--- src/rtl/mac_operand_feeder_pkg.sv ---
// Shared definitions for the MAC operand feeder: sequencing states,
// precision encodings, data widths and the precision-to-period mapping.
package mac_operand_feeder_pkg;

   // Operand (activation / weight) width
   localparam int unsigned OPW  = 8;
   // Vector length field width
   localparam int unsigned LENW = 8;
   // Phase counter width, enough for the longest period (8 cycles)
   localparam int unsigned PHW  = 3;

   typedef enum logic [2:0] {
      ST_IDLE,
      ST_CLEAR,
      ST_RUN,
      ST_DRAIN,
      ST_DONE
   } state_t;

   typedef enum logic [1:0] {
      PREC_8    = 2'b00,
      PREC_4    = 2'b01,
      PREC_2    = 2'b10,
      PREC_4ALT = 2'b11
   } prec_t;

   // Number of MAC-enabled cycles each operand pair is held for.
   function automatic logic [PHW:0] prec_period(input logic [1:0] prec);
      logic [PHW:0] p;
      case (prec)
         PREC_8:  p = (PHW+1)'(8);
         PREC_4:  p = (PHW+1)'(4);
         PREC_2:  p = (PHW+1)'(2);
         default: p = (PHW+1)'(4);
      endcase
      return p;
   endfunction

endpackage

--- src/rtl/mac_operand_feeder_fifo.sv ---
// mac_pair_fifo: show-ahead FIFO of packed {activation, weight} pairs.
// Head entry is always visible on dout; full/empty decode registered occupancy.
module mac_pair_fifo #(
   parameter int unsigned DEPTH = 4,
   parameter int unsigned WIDTH = 16
) (
   input  logic             clk,
   input  logic             rstn,
   input  logic             push,
   input  logic             pop,
   input  logic [WIDTH-1:0] din,
   output logic [WIDTH-1:0] dout,
   output logic             full,
   output logic             empty
);

   localparam int unsigned AW = $clog2(DEPTH);

   logic [WIDTH-1:0] mem [DEPTH];
   logic [AW-1:0]    wr_ptr;
   logic [AW-1:0]    rd_ptr;
   logic [AW:0]      count;
   logic             do_push;
   logic             do_pop;

   assign full    = (count == (AW+1)'(DEPTH));
   assign empty   = (count == '0);
   assign do_push = push & ~full;
   assign do_pop  = pop & ~empty;
   assign dout    = mem[rd_ptr];

   // Storage array: written on accepted push only, no reset needed.
   always_ff @(posedge clk) begin
      if (do_push) begin
         mem[wr_ptr] <= din;
      end
   end

   // Pointers wrap naturally modulo DEPTH; occupancy tracks push/pop balance.
   always_ff @(posedge clk) begin
      if (!rstn) begin
         wr_ptr <= '0;
         rd_ptr <= '0;
         count  <= '0;
      end else begin
         if (do_push) begin
            wr_ptr <= wr_ptr + AW'(1);
         end
         if (do_pop) begin
            rd_ptr <= rd_ptr + AW'(1);
         end
         case ({do_push, do_pop})
            2'b10:   count <= count + (AW+1)'(1);
            2'b01:   count <= count - (AW+1)'(1);
            default: count <= count;
         endcase
      end
   end

endmodule

--- src/rtl/mac_operand_feeder.sv ---
// mac_operand_feeder: buffers operand pairs and sequences a bit-serial MAC
// through clear, per-pair hold periods, a zero drain period and completion.
module mac_operand_feeder
   import mac_operand_feeder_pkg::*;
#(
   parameter int unsigned DEPTH = 4
) (
   input  logic            clk,
   input  logic            rstn,
   input  logic [1:0]      cfg_prec,
   input  logic [LENW-1:0] cfg_len,
   input  logic            start,
   input  logic            in_valid,
   output logic            in_ready,
   input  logic [OPW-1:0]  in_act,
   input  logic [OPW-1:0]  in_wgt,
   output logic            mac_rstn,
   output logic            mac_en,
   output logic [1:0]      mac_prec,
   output logic [OPW-1:0]  mac_act,
   output logic [OPW-1:0]  mac_wgt,
   output logic            busy,
   output logic            vec_done
);

   state_t          state;
   logic [PHW-1:0]  ph;
   logic [LENW-1:0] rem;
   logic [PHW:0]    per;
   logic            rdy_q;
   logic            last_ph;
   logic            decide;
   logic            push;
   logic            pop;
   logic            fifo_full;
   logic            fifo_empty;
   logic [2*OPW-1:0] fifo_dout;

   // rdy_q is low through reset so in_ready stays deasserted until the
   // first edge with rstn high.
   assign in_ready = rdy_q & ~fifo_full;
   assign push     = in_valid & in_ready;
   assign per      = prec_period(mac_prec);
   assign last_ph  = ({1'b0, ph} == (per - (PHW+1)'(1)));

   // Outputs are registered, so the pair-boundary decision is taken at the
   // edge that ends a pair (or any edge while not enabled) and its result
   // is what the MAC sees in the following cycle.
   assign decide = (state == ST_RUN) && (!mac_en || last_ph);
   assign pop    = decide && (rem != '0) && !fifo_empty;

   mac_pair_fifo #(
      .DEPTH (DEPTH),
      .WIDTH (2*OPW)
   ) u_fifo (
      .clk   (clk),
      .rstn  (rstn),
      .push  (push),
      .pop   (pop),
      .din   ({in_act, in_wgt}),
      .dout  (fifo_dout),
      .full  (fifo_full),
      .empty (fifo_empty)
   );

   // Sequencer: state, phase, remaining-pair count and all MAC-side outputs.
   always_ff @(posedge clk) begin
      if (!rstn) begin
         state    <= ST_IDLE;
         ph       <= '0;
         rem      <= '0;
         rdy_q    <= 1'b0;
         mac_rstn <= 1'b0;
         mac_en   <= 1'b0;
         mac_prec <= PREC_8;
         mac_act  <= '0;
         mac_wgt  <= '0;
         busy     <= 1'b0;
         vec_done <= 1'b0;
      end else begin
         rdy_q    <= 1'b1;
         mac_rstn <= 1'b1;
         vec_done <= 1'b0;

         // Phase advances only on enabled cycles and wraps at the period.
         if (mac_en) begin
            ph <= last_ph ? '0 : ph + PHW'(1);
         end

         case (state)
            ST_IDLE: begin
               if (start) begin
                  busy <= 1'b1;
                  if (cfg_len != '0) begin
                     rem      <= cfg_len;
                     mac_prec <= cfg_prec;
                     mac_rstn <= 1'b0;
                     mac_act  <= '0;
                     mac_wgt  <= '0;
                     ph       <= '0;
                     state    <= ST_CLEAR;
                  end else begin
                     state <= ST_DONE;
                  end
               end
            end

            ST_CLEAR: begin
               ph    <= '0;
               state <= ST_RUN;
            end

            ST_RUN: begin
               if (decide) begin
                  if (rem == '0) begin
                     mac_en  <= 1'b1;
                     mac_act <= '0;
                     mac_wgt <= '0;
                     state   <= ST_DRAIN;
                  end else if (!fifo_empty) begin
                     mac_en  <= 1'b1;
                     mac_act <= fifo_dout[2*OPW-1:OPW];
                     mac_wgt <= fifo_dout[OPW-1:0];
                     rem     <= rem - LENW'(1);
                  end else begin
                     // Stall: operands and phase hold until a pair arrives.
                     mac_en <= 1'b0;
                  end
               end
            end

            ST_DRAIN: begin
               if (last_ph) begin
                  mac_en <= 1'b0;
                  state  <= ST_DONE;
               end
            end

            ST_DONE: begin
               vec_done <= 1'b1;
               busy     <= 1'b0;
               state    <= ST_IDLE;
            end

            default: begin
               state <= ST_IDLE;
            end
         endcase
      end
   end

endmodule

--- config.mk ---
export PLATFORM = sky130hd
export DESIGN_NAME = mac_operand_feeder
export DESIGN_NICKNAME = d
export VERILOG_FILES = /design/src/rtl/mac_operand_feeder_pkg.sv /design/src/rtl/mac_operand_feeder_fifo.sv /design/src/rtl/mac_operand_feeder.sv
export SDC_FILE = /design/constraint.sdc
export NUM_CORES = 1
export LEC_CHECK = 0
export ABC_CLOCK_PERIOD_IN_PS = 7900
export CAP_MARGIN = 20
export CORE_MARGIN = 5
export CORE_UTILIZATION = 40
export CTS_BUF_LIST = sky130_fd_sc_hd__clkbuf_4 sky130_fd_sc_hd__clkbuf_8 sky130_fd_sc_hd__clkbuf_16
export DETAILED_ROUTE_END_ITERATION = 10
export DONT_BUFFER_PORTS = 1
export PLACE_DENSITY_LB_ADDON = 0.2
export SLEW_MARGIN = 15
export SYNTH_ARGS = -nofsm -noshare
export SYNTH_HDL_FRONTEND = slang
export SYNTH_HIERARCHICAL = 1
export SYNTH_SLANG_ARGS = --single-unit
export TNS_END_PERCENT = 10
--- constraint.sdc ---
create_clock -name clk -period 7.9 [get_ports clk]
set_input_delay 2.37 -clock clk [delete_from_list [all_inputs] [get_ports clk]]
set_output_delay 2.37 -clock clk [all_outputs]
set_load 0.02 [all_outputs]
==> results.toml <==
[sta]
relSlewSlack_pct = 39.3
max_freq_mhz = 262
fin_skew_ps = 11.2
rsz0062_at_grt = "no"
hold_viol = 0
fin_crit_sh_pct = 48.3
tightest_slew_ps = 907
finalSetupTns_ps = 0
fin_crit_ps = 3810
setup_viol = 0
finalHoldWorstSlack_ps = 490
maxSlewViolCount = 0

[grt]
gr-total-overflow = 0
antenna_found_initial = 0
grt_pass1_vias = 2674
track_usage_pct = 12.8
grt_max_degree = 49
grt_pass1_wl_um = 14200

[clock_tree]
clockRootBuffer = "clkbuf_16"
clock_path_buffers = 2
cts_setup_buffers = 0
cts_sinks = 110
cts_hold_buf = 0
clock_latency_ps = 350
clk_pin_slew_ps = 70
ctsResizeCount = 0
numCtsBuffers = 9
cts_tree = "yes"
h-tree-depth = 3

[logic_synthesis]
syn_nets = 392
async_reset_ff_share_pct = 0
syn_inst = 354
ys_types = 61
synth_common_cells = "64 x edfxtp_1, 46 x dfxtp_1, 39 x nand2_1"
synth.area.top_cells = "edfxtp_1 40%, dfxtp_1 19%, mux4_2 7.5%, o21ai_2 3.1%, nand2_1 3.0%"
synth_edf_count = 64
ys_ff_latch = 110
yosysWarnings = 6
yosysMostFrequentCell = "edfxtp_1"
synth_top_area_share_pct = 39.8
avgSynthCellArea_um2 = 13.6
netlist_area_um2 = 4830
ys_seq_area_share_pct = 58.9
synth_top_flop_cell = "edfxtp_1"
synth_area_leader_cell = "edfxtp_1"

[worst_setup_path]
critPathMaxStageDelay_ps = 570
cp.arrival_ps = 4090
crit_chain = "nor4_1, a311oi_1, o2111ai_4, buf_4, nand3_1, o21ai_2"
crit_path_end_kind = "register"
crit_required_ps = 8180
reg2reg_depth = 10
path_class = "input pin to register"
crit_path_start_kind = "input pin"
cp_slowest_cell = "nor4_1"
cp_max_fo = 32

[cells_and_area]
antenna_cells = 0
drive_gt1_share_pct = 22.2
synthToLayoutAreaGrowth_pct = 7.23
nets = 384
final_cell_count_no_fill = 498

[routing]
num_vias = 2639
vias_per_cell = 5.30
dr.first_iter.drc_count = 192
drc = 0
wl_per_cell_um = 17.7
postRouteWirelength_um = 8800
detail-route-antenna-nets = 0
drt-pass1-iter-count = 4

[power]
ir_worst_vdd_uv = 169
power.density_nw_per_um2 = 309
p_comb_share_pct = 25.6
pwr-share-clk_pct = 28.1
p_total_mw = 1.60
seqPwrFrac_pct = 46.3
switching_share_pct = 34.2
switchingPower_mw = 0.547
leakage_nw = 1.70
p_int_mw = 1.05

[placed_design]
place_congestion = 0.794
port_buffers = 0
dp_hpwl_um = 6040
dpl.cell_count = 482

[die]
die_height_um = 120
dieArea_um2 = 14400
fp.dieW_um = 120
core_area_um2 = 11900
initial_core_util_pct = 40.5
rows = 40
ios = 53

[outcome]
status = "completed"

[run]
cap_violations = 0

[worst_hold_path]
hp-class = "register to register"
whs_path_depth = 2
[layout by cell type (no fill, tap or decap), types with 3 or more instances in the layout]
| cell | count |
|---|---|
| edfxtp_1 | 64 |
| dfxtp_1 | 46 |
| nand2_1 | 39 |
| o21ai_2 | 17 |
| mux4_2 | 16 |
| nand3_2 | 14 |
| o21ai_0 | 14 |
| nor2_1 | 12 |
| inv_1 | 11 |
| mux2i_1 | 11 |
| clkbuf_16 | 9 |
| and2_1 | 8 |
| xnor2_1 | 7 |
| ha_1 | 7 |
| nor2b_1 | 6 |
| nand3_1 | 5 |
| nor3_1 | 3 |
| nand2b_1 | 3 |
| or3_1 | 3 |
| o211ai_1 | 3 |
| inv_8 | 3 |
[power by group through the flow]
stage               Clock (mW)  Combinational (mW)  Sequential [mW]
floorplan                    0               0.420            0.726
global placement             0               0.402            0.752
detailed placement           0               0.411            0.753
CTS                      0.463               0.414            0.740
global route             0.484               0.452            0.750
finish                   0.450               0.409            0.739
[flip-flops by register name, summed over array words and instances (netlist names), 2 cells and up, named ones only]
name           flops
u_fifo/mem        64
mac_act            8
mac_wgt            8
rem                8
ph                 3
state              3
u_fifo/count       3
mac_prec           2
u_fifo/rd_ptr      2
u_fifo/wr_ptr      2
[critical path: cells and delay by family]
kind | cells | cell delay [ps]
buf+inv | 1 | 460
simple gates | 2 | 730
compound gates | 3 | 520
[path summary, 6_finish.rpt]
kind	from	to	slack [ps]
worst min register to register	rem[5]$_SDFFE_PN0P_	rem[5]$_SDFFE_PN0P_	490
worst min-delay path	rem[5]$_SDFFE_PN0P_	rem[5]$_SDFFE_PN0P_	490
worst max register to register	state[1]$_SDFFE_PN0P_	u_fifo/count[2]$_SDFFE_PN0P_	4630
worst max-delay path	cfg_len[4]	mac_wgt[5]$_SDFFE_PN0P_	4090
[layout make-up]
| cell class | count | area [um2] |
|---|---|---|
| clock buffer | 9 | 225 |
| fill | 1081 | 6740 |
| sequential | 110 | 2840 |
| tap | 147 | 184 |
| timing repair buffer | 2 | 15.0 |
| inverter | 12 | 45.0 |
| multi-input combinational | 211 | 1780 |
| clock inverter | 7 | 82.6 |
[cell families after synthesis]
group	synth area share, %
fa+ha+maj	2.23
compound gates	9.31
flops	58.9
xor+xnor	1.45
buf+inv	4.20
simple gates	13.9
mux	9.98
[stage by stage]
stage	util, %	instance area [um2]	setup WS (ps)
2_1_floorplan	-	4830	3900
6_report	43.4	5170	4090
3_5_place_dp	40.9	4870	3740
5_1_grt	43.4	5170	3980
3_3_place_gp	40.9	4870	3760
4_1_cts	43.4	5170	4110
[per-layer routing]
layer / wire [um] / vias up / global-route usage (%) / part of all wire, %
li1: - / 1295 / - / -
met4: 95 / 0 / 5.15 / 1.1
met1: 3900 / 1292 / 16.5 / 44
met2: 4190 / 47 / 19.9 / 48
met3: 613 / 5 / 4.05 / 7.0
met5: 0 / - / 0 / 0
(Power assumes the default switching activity.)
